===== src/rtl/rs_csee_sched.sv =====
// ---------------------------------------------------------------------------
// rs_csee_sched
//   Job scheduler between the RS(255) key-equation stage (KES) and the
//   Chien-search / Forney stage (CSEE). Coefficient sets from KES are queued
//   in a small FIFO. One CSEE run is launched per codeword, and the FIFO head
//   is held on rs_lambda*/rs_omega* for the whole search. The error-data
//   window is marked with win_first/win_last/win_tag. The fail verdict is
//   returned as a tagged status through a valid/ready handshake.
//
// Optional feature (macro RS_CSEE_SCHED_STATS_EN):
//   When defined, this adds the saturating counters stat_words and stat_fails.
//   stat_words counts every status handshake. stat_fails counts the
//   handshakes that carry st_fail=1.
//
// Ports:
//   clk, rstn            clock; synchronous active-low reset
//   sched_ena            launch enable, forwarded as rs_ena
//   kes_valid/kes_ready  coefficient-set handshake into the FIFO
//   kes_lambda0..2       error-locator coefficients
//   kes_omega0..1        evaluator coefficients
//   kes_tag              codeword tag
//   rs_ena               CSEE global enable
//   csee_ena             one-cycle CSEE start
//   csee_ongo            CSEE busy
//   rs_lambda*/rs_omega* coefficients to CSEE (0 when no search is running)
//   rsdec_fail           CSEE fail verdict
//   win_valid/first/last error-data window markers
//   win_tag              tag of the current window (0 outside the window)
//   st_valid/st_ready    status handshake
//   st_fail, st_tag      codeword status
//   proto_err            sticky flag: csee_ongo was low inside a window
// ---------------------------------------------------------------------------
module rs_csee_sched #(
  parameter int DEPTH       = 2,
  parameter int TAG_W       = 4,
  parameter int CSEE_CYCLES = 24,
  parameter int FAIL_LAT    = 2
) (
  input  logic             clk,
  input  logic             rstn,
  input  logic             sched_ena,
  input  logic             kes_valid,
  output logic             kes_ready,
  input  logic [7:0]       kes_lambda0,
  input  logic [7:0]       kes_lambda1,
  input  logic [7:0]       kes_lambda2,
  input  logic [7:0]       kes_omega0,
  input  logic [7:0]       kes_omega1,
  input  logic [TAG_W-1:0] kes_tag,
  output logic             rs_ena,
  output logic             csee_ena,
  input  logic             csee_ongo,
  output logic [7:0]       rs_lambda0,
  output logic [7:0]       rs_lambda1,
  output logic [7:0]       rs_lambda2,
  output logic [7:0]       rs_omega0,
  output logic [7:0]       rs_omega1,
  input  logic             rsdec_fail,
  output logic             win_valid,
  output logic             win_first,
  output logic             win_last,
  output logic [TAG_W-1:0] win_tag,
  output logic             st_valid,
  input  logic             st_ready,
  output logic             st_fail,
  output logic [TAG_W-1:0] st_tag,
  output logic             proto_err
`ifdef RS_CSEE_SCHED_STATS_EN
  ,
  output logic [15:0]      stat_words,
  output logic [15:0]      stat_fails
`endif
);

  localparam int AW    = $clog2(DEPTH);
  localparam int ENT_W = 40 + TAG_W;
  localparam int CNT_W = $clog2(CSEE_CYCLES);
  localparam int WC_W  = (FAIL_LAT > 1) ? $clog2(FAIL_LAT) : 1;
  localparam logic [CNT_W-1:0] CNT_LAST = CNT_W'(CSEE_CYCLES - 1);
  localparam logic [WC_W-1:0]  WC_LAST  = WC_W'(FAIL_LAT - 1);

  typedef enum logic [2:0] {
    S_IDLE,
    S_LAUNCH,
    S_SEARCH,
    S_WAIT,
    S_REPORT
  } state_t;

  state_t state, state_n;

  logic [ENT_W-1:0] mem [DEPTH];
  logic [AW-1:0]    wr_ptr, rd_ptr;
  logic [AW:0]      count;
  logic             full, empty, push, pop;
  logic [ENT_W-1:0] head;
  logic [TAG_W-1:0] head_tag;
  logic [CNT_W-1:0] cnt;
  logic [WC_W-1:0]  wcnt;
  logic [TAG_W-1:0] job_tag;
  logic             launch_ok, coef_on, handshake;

  assign full      = (count == (AW+1)'(DEPTH));
  assign empty     = (count == '0);
  assign kes_ready = !full;
  assign push      = kes_valid & kes_ready;
  assign head      = mem[rd_ptr];
  assign head_tag  = head[ENT_W-1:40];
  assign rs_ena    = sched_ena;
  assign handshake = st_valid & st_ready;

  // The head is retired on the last search cycle. The next job therefore
  // becomes the head while the current job is still in WAIT/REPORT.
  assign pop = (state == S_SEARCH) && (cnt == CNT_LAST);

  // st_valid is deliberately left out of this term. REPORT folds the clearing
  // of st_valid and the next launch into one cycle, so that the launch-to-launch
  // spacing is CSEE_CYCLES+FAIL_LAT+1.
  assign launch_ok = !empty & sched_ena & !csee_ongo;

  // Coefficient storage. The entries need no reset because count gates their use.
  always_ff @(posedge clk) begin
    if (push) begin
      mem[wr_ptr] <= {kes_tag, kes_omega1, kes_omega0,
                      kes_lambda2, kes_lambda1, kes_lambda0};
    end
  end

  // FIFO pointers and occupancy. The pointers wrap naturally because DEPTH is a power of 2.
  always_ff @(posedge clk) begin
    if (!rstn) begin
      wr_ptr <= '0;
      rd_ptr <= '0;
      count  <= '0;
    end else begin
      if (push) wr_ptr <= wr_ptr + AW'(1);
      if (pop)  rd_ptr <= rd_ptr + AW'(1);
      case ({push, pop})
        2'b10:   count <= count + (AW+1)'(1);
        2'b01:   count <= count - (AW+1)'(1);
        default: count <= count;
      endcase
    end
  end

  // Next-state and window outputs.
  always_comb begin
    state_n   = state;
    csee_ena  = 1'b0;
    win_valid = 1'b0;
    win_first = 1'b0;
    win_last  = 1'b0;
    unique case (state)
      S_IDLE: begin
        if (launch_ok && !st_valid) state_n = S_LAUNCH;
      end
      S_LAUNCH: begin
        csee_ena  = 1'b1;
        win_valid = 1'b1;
        win_first = 1'b1;
        state_n   = S_SEARCH;
      end
      S_SEARCH: begin
        win_valid = 1'b1;
        if (cnt == CNT_LAST) begin
          win_last = 1'b1;
          state_n  = S_WAIT;
        end
      end
      S_WAIT: begin
        if (wcnt == WC_LAST) state_n = S_REPORT;
      end
      S_REPORT: begin
        if (handshake) state_n = launch_ok ? S_LAUNCH : S_IDLE;
      end
      default: state_n = S_IDLE;
    endcase
  end

  // State register, search/wait counters and status capture.
  always_ff @(posedge clk) begin
    if (!rstn) begin
      state     <= S_IDLE;
      cnt       <= '0;
      wcnt      <= '0;
      job_tag   <= '0;
      st_valid  <= 1'b0;
      st_fail   <= 1'b0;
      st_tag    <= '0;
      proto_err <= 1'b0;
    end else begin
      state <= state_n;
      case (state)
        S_LAUNCH: begin
          cnt     <= CNT_W'(1);
          job_tag <= head_tag;
        end
        S_SEARCH: begin
          cnt  <= cnt + CNT_W'(1);
          wcnt <= '0;
        end
        S_WAIT: begin
          wcnt <= wcnt + WC_W'(1);
          if (wcnt == WC_LAST) begin
            st_valid <= 1'b1;
            st_fail  <= rsdec_fail;
            st_tag   <= job_tag;
          end
        end
        S_REPORT: begin
          if (handshake) st_valid <= 1'b0;
        end
        default: ;
      endcase
      if (win_valid && !csee_ongo) proto_err <= 1'b1;
    end
  end

  assign coef_on    = (state == S_LAUNCH) || (state == S_SEARCH);
  assign rs_lambda0 = coef_on ? head[7:0]   : 8'd0;
  assign rs_lambda1 = coef_on ? head[15:8]  : 8'd0;
  assign rs_lambda2 = coef_on ? head[23:16] : 8'd0;
  assign rs_omega0  = coef_on ? head[31:24] : 8'd0;
  assign rs_omega1  = coef_on ? head[39:32] : 8'd0;
  assign win_tag    = win_valid ? head_tag : '0;

`ifdef RS_CSEE_SCHED_STATS_EN
  // Saturating job and failure counters. They advance only on status handshakes.
  always_ff @(posedge clk) begin
    if (!rstn) begin
      stat_words <= 16'd0;
      stat_fails <= 16'd0;
    end else if (handshake) begin
      if (stat_words != 16'hFFFF) stat_words <= stat_words + 16'd1;
      if (st_fail && stat_fails != 16'hFFFF) stat_fails <= stat_fails + 16'd1;
    end
  end
`endif

endmodule


===== config.mk =====
export PLATFORM = sky130hd
export DESIGN_NAME = rs_csee_sched
export DESIGN_NICKNAME = d
export VERILOG_FILES = /design/src/rtl/rs_csee_sched.sv
export SDC_FILE = /design/constraint.sdc
export NUM_CORES = 1
export LEC_CHECK = 0
export CAP_MARGIN = 20
export CORE_MARGIN = 2
export CORE_UTILIZATION = 44
export DETAILED_ROUTE_END_ITERATION = 10
export GPL_TIMING_DRIVEN = 1
export PLACE_DENSITY_LB_ADDON = 0.2
export RECOVER_POWER = 25
export SYNTH_ARGS = -nofsm -noshare
export SYNTH_HDL_FRONTEND = slang
export SYNTH_SLANG_ARGS = --single-unit

===== constraint.sdc =====
create_clock -name clk -period 1.9 [get_ports clk]
set_input_delay 0.19 -clock clk [delete_from_list [all_inputs] [get_ports clk]]
set_output_delay 0.19 -clock clk [all_outputs]
set_load 0.01 [all_outputs]

==> results of run 1 <==
[synthesized netlist by cell type, types with 2 or more instances]
library cell	n
a211oi_1	4
a21oi_1	12
and3_1	2
buf_1	2
buf_2	6
buf_4	3
clkbuf_1	8
dfxtp_1	25
edfxtp_1	88
ha_1	2
inv_1	4
mux2i_1	49
nand2_1	4
nand2b_1	3
nand3b_1	2
nand4_1	2
nor2_1	57
nor2b_1	2
nor3_1	3
nor4b_1	2
o21a_1	2
o21ai_0	3
o21ai_1	2
xnor2_1	2
[registers in the layout (all words and copies together), names as in the netlist, named ones only]
signal / cells
mem: 88
cnt: 5
job_tag: 4
st_tag: 4
state: 3
count: 2
proto_err: 1
rd_ptr: 1
st_fail: 1
st_valid: 1
wcnt: 1
wr_ptr: 1
[metal layers]
metal / up-vias / wire length [um] / global-route usage (%)
met1: 1445 / 4344 / 23.13
met3: 7 / 489 / 5.989
met2: 86 / 5284 / 31.33
li1: 1449 / - / -
met5: - / 0 / 0
met4: 0 / 78 / 5.714
[worst max-delay path by stage]
stage	to	slack, ns	cells after the start
after floorplan	count[1]	0.08	6
after global placement	win_tag[0]	-0.002	5
after detailed placement	win_tag[3]	-0.004	5
after CTS	win_valid	-0.19	5
after global routing	rs_lambda0[3]	-0.20	6
final	rs_lambda2[6]	-0.14	6
[stage by stage]
| stage | util [%] | hold slack [ns] |
|---|---|---|
| floorplan | - | 0.2889 |
| global placement | 59.91 | 0.4544 |
| detailed placement | 59.91 | 0.4574 |
| CTS | 66.17 | 0.2413 |
| global route | 68.13 | 0.2705 |
| finish | 68.13 | 0.2728 |
[critical path: stages, from the launching register on]
cell and delay (ns):
dfxtp_4 0.35, xnor2_2 0.14, or2_4 0.31, buf_6 0.15
buf_16 0.13, nor2_1 0.11, buf_2 0.14
[cell type report]
| class | count | area, um2 | area share (%) |
|---|---|---|---|
| antenna | 1 | 2.502 | 0.03740 |
| clock buffer | 18 | 417.9 | 6.246 |
| clock inverter | 14 | 178.9 | 2.674 |
| inverter | 5 | 22.52 | 0.3366 |
| multi-input combinational | 176 | 1383 | 20.67 |
| sequential | 113 | 3153 | 47.13 |
| tap | 133 | 166.4 | 2.487 |
| timing repair buffer | 139 | 1366 | 20.42 |
[power by group]
group / switching [mW] / leakage [nW] / total, mW / internal, mW
sequential: 0.0420 / 1.03 / 2.86 / 2.82
clock: 1.15 / 0.283 / 3.16 / 2.01
combinational: 0.301 / 1.11 / 0.614 / 0.312
[timing repair]
item,in CTS,in global routing
hold buffers,0,0
endpoints found under the setup margin,49,50
cloned,5,0
gates resized for setup,205,53
pin swaps,2,5
buffers inserted,6,1
[cells by family after synthesis]
group / after synthesis / share of synthesized area (%)
AOI/OAI and AO/OA: 34 / 5.218
xor gates and xnor gates: 3 / 0.5892
adders and majority gates: 2 / 0.5609
buffers and inverters: 25 / 2.693
DFF: 113 / 70.46
muxes: 49 / 11.00
and+or+nand+nor: 88 / 9.481
==> impl_metrics.env, run 1 <==
export IMPL_cts_tree="done"
export IMPL_synth_distinct_cells=49
export IMPL_yosysTopAreaCellShare_pct=59.24
export IMPL_r2r_slack_ns=0.08
export IMPL_syn_inst=314
export IMPL_insertion_delay_ns=0.50
export IMPL_synth_edf_count=88
export IMPL_grt_pass1_wl_mm=15.55
export IMPL_design_area_um2=6690
export IMPL_final_setup_viol_count=35
export IMPL_grt_pass1_vias=3005
export IMPL_die_w_um=104.7
export IMPL_io_pins=108
export IMPL_period_needed_ns=2.035
export IMPL_fp_coreArea_um2=9819
export IMPL_clock_sinks=113
export IMPL_worst_slew_pin_slew_ns=0.4954
export IMPL_hold_depth=1
export IMPL_place_ws_ns=-0.004354
export IMPL_synthTopCellsByArea="edfxtp_1, dfxtp_1, mux2i_1, nor2_1, a21oi_1"
export IMPL_cp_start_kind="flip-flop"
export IMPL_antenna_found_initial=1
export IMPL_run_status="finished, violations left"
export IMPL_synth_seq_cells=113
export IMPL_hpwl_mm=6.229
export IMPL_synth_nets=367
export IMPL_hold_class="input pin to flip-flop"
export IMPL_r2r_end="count[1]"
export IMPL_violations="negative setup slack"
export IMPL_tns_ns=-3.883
export IMPL_drv_slew=0
export IMPL_syn2layout_area_growth_pct=49.99
export IMPL_final_cells=599
export IMPL_yosysWarningCount=0
export IMPL_rsz0062_at_grt="yes"
export IMPL_syn_area_um2=4461
export IMPL_ir_drop_mv=0.7471
export IMPL_cp_data_arrival_time_ns=1.85
export IMPL_startpoint="state[0]"
export IMPL_ys_flop_type="edfxtp_1"
export IMPL_timing_rr_start="state[0]"
export IMPL_track_usage_pct=18.68
export IMPL_rr_worst_depth=6
export IMPL_placed_cell_area_um2=5883
export IMPL_async_flop_share_pct=0
export IMPL_skew_ns=0.01239
export IMPL_wirelength_mm=10.20
export IMPL_clockRootBuffer="clkbuf_8"
export IMPL_row_count=36
export IMPL_synth_seq_area_share_pct=70.46
export IMPL_min_from="kes_lambda2[6]"
export IMPL_final_cell_mix="edfxtp_1, mux2i_1, buf_2, clkdlybuf4s50_1, dlygate4sd3_1"
export IMPL_total_power_mw=6.634
export IMPL_cts_max_level=4
export IMPL_dieArea_um2=10960
export IMPL_drive_gt1_share_pct=34.41
export IMPL_whs_endpoint="mem[1][22]"
export IMPL_via_per_inst=4.987
export IMPL_fin_ws_ns=-0.1350
export IMPL_postSynthAreaPerCell_um2=14.21
export IMPL_grt_max_degree=25
export IMPL_fillers=726
export IMPL_final_common_cell="edfxtp_1"
export IMPL_antenna_left=0
export IMPL_fin_crit_sh_pct=107.1
export IMPL_drc=0
export IMPL_via_count=2987
export IMPL_gp_congestion=0.7861
export IMPL_p_per_area_nw_per_um2=991.7
export IMPL_drt_pass1_iterations=4
export IMPL_power_leakage_nw=2.422
export IMPL_clkTransAtPathRegs_ns=0.06
export IMPL_drt_iter0_drc=117
export IMPL_fmaxAchievable_mhz=491.4
export IMPL_worstPathRequired_ns=1.71
export IMPL_crit_path_end_kind="primary output"
export IMPL_die_y_um=104.7
export IMPL_crit_type="flip-flop to primary output"
export IMPL_numCtsBuffers=17
export IMPL_post_drt_wl_per_cell_um=17.02
export IMPL_fin_nets=505
export IMPL_overflow=0
export IMPL_worst_path_max_fanout=6
export IMPL_place_inst=554
export IMPL_drv_cap=0
export IMPL_io_buffer_count=107
export IMPL_slew_headroom_pct=66.80
export IMPL_start_util_pct=45.43
export IMPL_hold_viol=0
export IMPL_clk_path_buf_depth=2
export IMPL_yosys_area_top_type="edfxtp_1"
Note: power is estimated with default switching activity, not from simulation.
==> run 2, diff against run 1 <==
--- a/config.mk
+++ b/config.mk
@@ -5,13 +5,14 @@
 export SDC_FILE = /design/constraint.sdc
 export NUM_CORES = 1
 export LEC_CHECK = 0
-export CAP_MARGIN = 20
+export CAP_MARGIN = 30
 export CORE_MARGIN = 2
-export CORE_UTILIZATION = 44
+export CORE_UTILIZATION = 40
 export DETAILED_ROUTE_END_ITERATION = 10
 export GPL_TIMING_DRIVEN = 1
 export PLACE_DENSITY_LB_ADDON = 0.2
 export RECOVER_POWER = 25
+export SKIP_LAST_GASP = 1
 export SYNTH_ARGS = -nofsm -noshare
 export SYNTH_HDL_FRONTEND = slang
 export SYNTH_SLANG_ARGS = --single-unit
==> run 2 against run 1 <==
Net effect: the run still ends with negative setup slack left; via count grew 0.17%; count of clock-buffer cells in the layout increased by 1; combinational power is 3% lower; clock skew is 0.0071 ns lower; worst hold slack gained 0.0088 ns; power down 2.6%; maximum frequency grew 3.8%; register-to-register slack worse by 0.12 ns; die area is 9.6% higher; core utilization decreased by 6.5 points; critical endpoint is now rs_omega0[4]; largest cell class unchanged; highest routed layer unchanged.
==> impl_metrics.env, run 2 (synthesis results as in run 1) <==
export IMPL_run_status="finished, violations left"
export IMPL_violations="negative setup slack"
export IMPL_insertion_delay_ns=0.50
export IMPL_finalCoreUtilization_pct=61.60
export IMPL_skew_ns=0.005330
export IMPL_wirelength_mm=9.763
export IMPL_rsz0062_at_grt="yes"
export IMPL_path_buf_inv=2
export IMPL_track_usage_pct=16.67
export IMPL_clock_sinks=113
export IMPL_path_cells="xnor2_2 -> or2_4 -> clkbuf_16 -> nor2_4 -> buf_6"
export IMPL_die_w_um=109.6
export IMPL_reg_top3="mem x88, cnt x5"
export IMPL_cp_data_arrival_time_ns=1.77
export IMPL_overflow=0
export IMPL_grt_max_degree=45
export IMPL_gp_congestion=0.7246
export IMPL_clockRootBuffer="clkbuf_8"
export IMPL_start_util_pct=41.15
export IMPL_fp_coreArea_um2=10840
export IMPL_largest_reg_flops=88
export IMPL_dieArea_um2=12010
export IMPL_drive_gt1_share_pct=32.16
export IMPL_worstPathRequired_ns=1.71
export IMPL_drt_iter0_drc=161
export IMPL_via_per_inst=5.029
export IMPL_syn2layout_area_growth_pct=49.71
export IMPL_crit_cells=5
export IMPL_crit_end="rs_omega0[4]"
export IMPL_antenna_left=0
export IMPL_drt_pass1_iterations=4
export IMPL_clkTransAtPathRegs_ns=0.05
export IMPL_drc=0
export IMPL_power_leakage_nw=2.372
export IMPL_final_setup_viol_count=41
export IMPL_p_per_area_nw_per_um2=967.3
export IMPL_fmaxAchievable_mhz=510.2
export IMPL_design_area_um2=6678
export IMPL_io_pins=108
export IMPL_cts_hold_buf=0
export IMPL_post_drt_wl_per_cell_um=16.41
export IMPL_slowest_delay_ns=0.35
export IMPL_path_delay_family="simple AND/OR/NAND/NOR gates"
export IMPL_hold_viol=0
export IMPL_antenna_found_initial=1
export IMPL_crit_type="flip-flop to primary output"
export IMPL_grt_pass1_wl_mm=14.71
export IMPL_worst_slew_pin_slew_ns=0.4635
export IMPL_drv_slew=0
export IMPL_fillers=828
export IMPL_cts_tree="done"
export IMPL_hold_class="input pin to flip-flop"
export IMPL_final_cell_mix="edfxtp_1, mux2i_1, clkdlybuf4s50_1, dlygate4sd3_1, buf_6"
export IMPL_period_needed_ns=1.960
export IMPL_fin_crit_sh_pct=103.2
export IMPL_final_common_cell="edfxtp_1"
export IMPL_regMostFlops="mem"
export IMPL_cpMaxStageDelayCell="or2_4"
export IMPL_startpoint="state[1]"
export IMPL_place_inst=556
export IMPL_r2r_slack_ns=-0.04
export IMPL_fin_ws_ns=-0.06020
export IMPL_via_count=2992
export IMPL_placed_cell_area_um2=5804
export IMPL_hpwl_mm=5.971
export IMPL_row_count=38
export IMPL_final_cells=595
export IMPL_clk_path_buf_depth=2
export IMPL_worst_path_max_fanout=7
export IMPL_cts_max_level=4
export IMPL_total_power_mw=6.459
export IMPL_crit_path_end_kind="primary output"
export IMPL_rr_worst_depth=7
export IMPL_slew_headroom_pct=68.93
export IMPL_timing_rr_start="state[1]"
export IMPL_min_from="kes_lambda2[0]"
export IMPL_r2r_end="count[1]"
export IMPL_ir_drop_mv=0.4915
export IMPL_drv_cap=0
export IMPL_numCtsBuffers=17
export IMPL_die_y_um=109.6
export IMPL_tns_ns=-1.299
export IMPL_io_buffer_count=107
export IMPL_fin_nets=494
export IMPL_grt_pass1_vias=3000
export IMPL_cp_start_kind="flip-flop"
[run 2: worst min-delay path by stage]
| stage | to | slack (ns) | depth (start not counted) |
|---|---|---|---|
| 2_1_floorplan | mem[0][0] | 0.29 | 0 |
| 3_3_place_gp | proto_err | 0.47 | 1 |
| 3_5_place_dp | proto_err | 0.47 | 1 |
| 4_1_cts | mem[1][42] | 0.25 | 1 |
| 5_1_grt | mem[1][38] | 0.27 | 1 |
| 6_report | mem[0][16] | 0.28 | 1 |
[run 2: power breakdown]
part           switching (mW)  leakage, nW  internal [mW]
sequential             0.0385         1.03           2.82
combinational           0.306         1.07          0.292
clock                    1.03        0.278           1.97
total                    1.37         2.37           5.08
[run 2: layout make-up]
type	instances	area, um2	share of cell area [%]
flip-flops and latches	113	3149	47.16
multi-input cells	176	1441	21.59
repair buffers	128	1321	19.79
clock buffers	19	421.7	6.314
well taps	140	175.2	2.623
clock inverters	13	143.9	2.155
inverters	5	22.52	0.3373
diodes	1	2.502	0.03747
[run 2: through the flow]
stage | hold slack (ns) | worst slack (ns)
global route | 0.2715 | -0.1277
floorplan | 0.2889 | 0.07981
CTS | 0.2466 | -0.1411
finish | 0.2816 | -0.06020
global placement | 0.4662 | -0.04874
detailed placement | 0.4745 | -0.09863
[run 2: routing by layer]
layer  up-vias  global-route usage (%)  part of all wire (%)
met3        11                   6.520                   5.8
met2        89                   27.87                    52
met1      1470                   19.53                    42
li1       1422                       -                     -
met5         -                       0                     0
met4         0                   5.877                  0.90
[run 2: what timing repair did]
item	in CTS	in global routing
resized for setup	173	109
gates cloned	2	2
pin swaps	1	22
setup endpoints to repair	49	48
buffers inserted	1	1
endpoints found under the hold margin	0	0
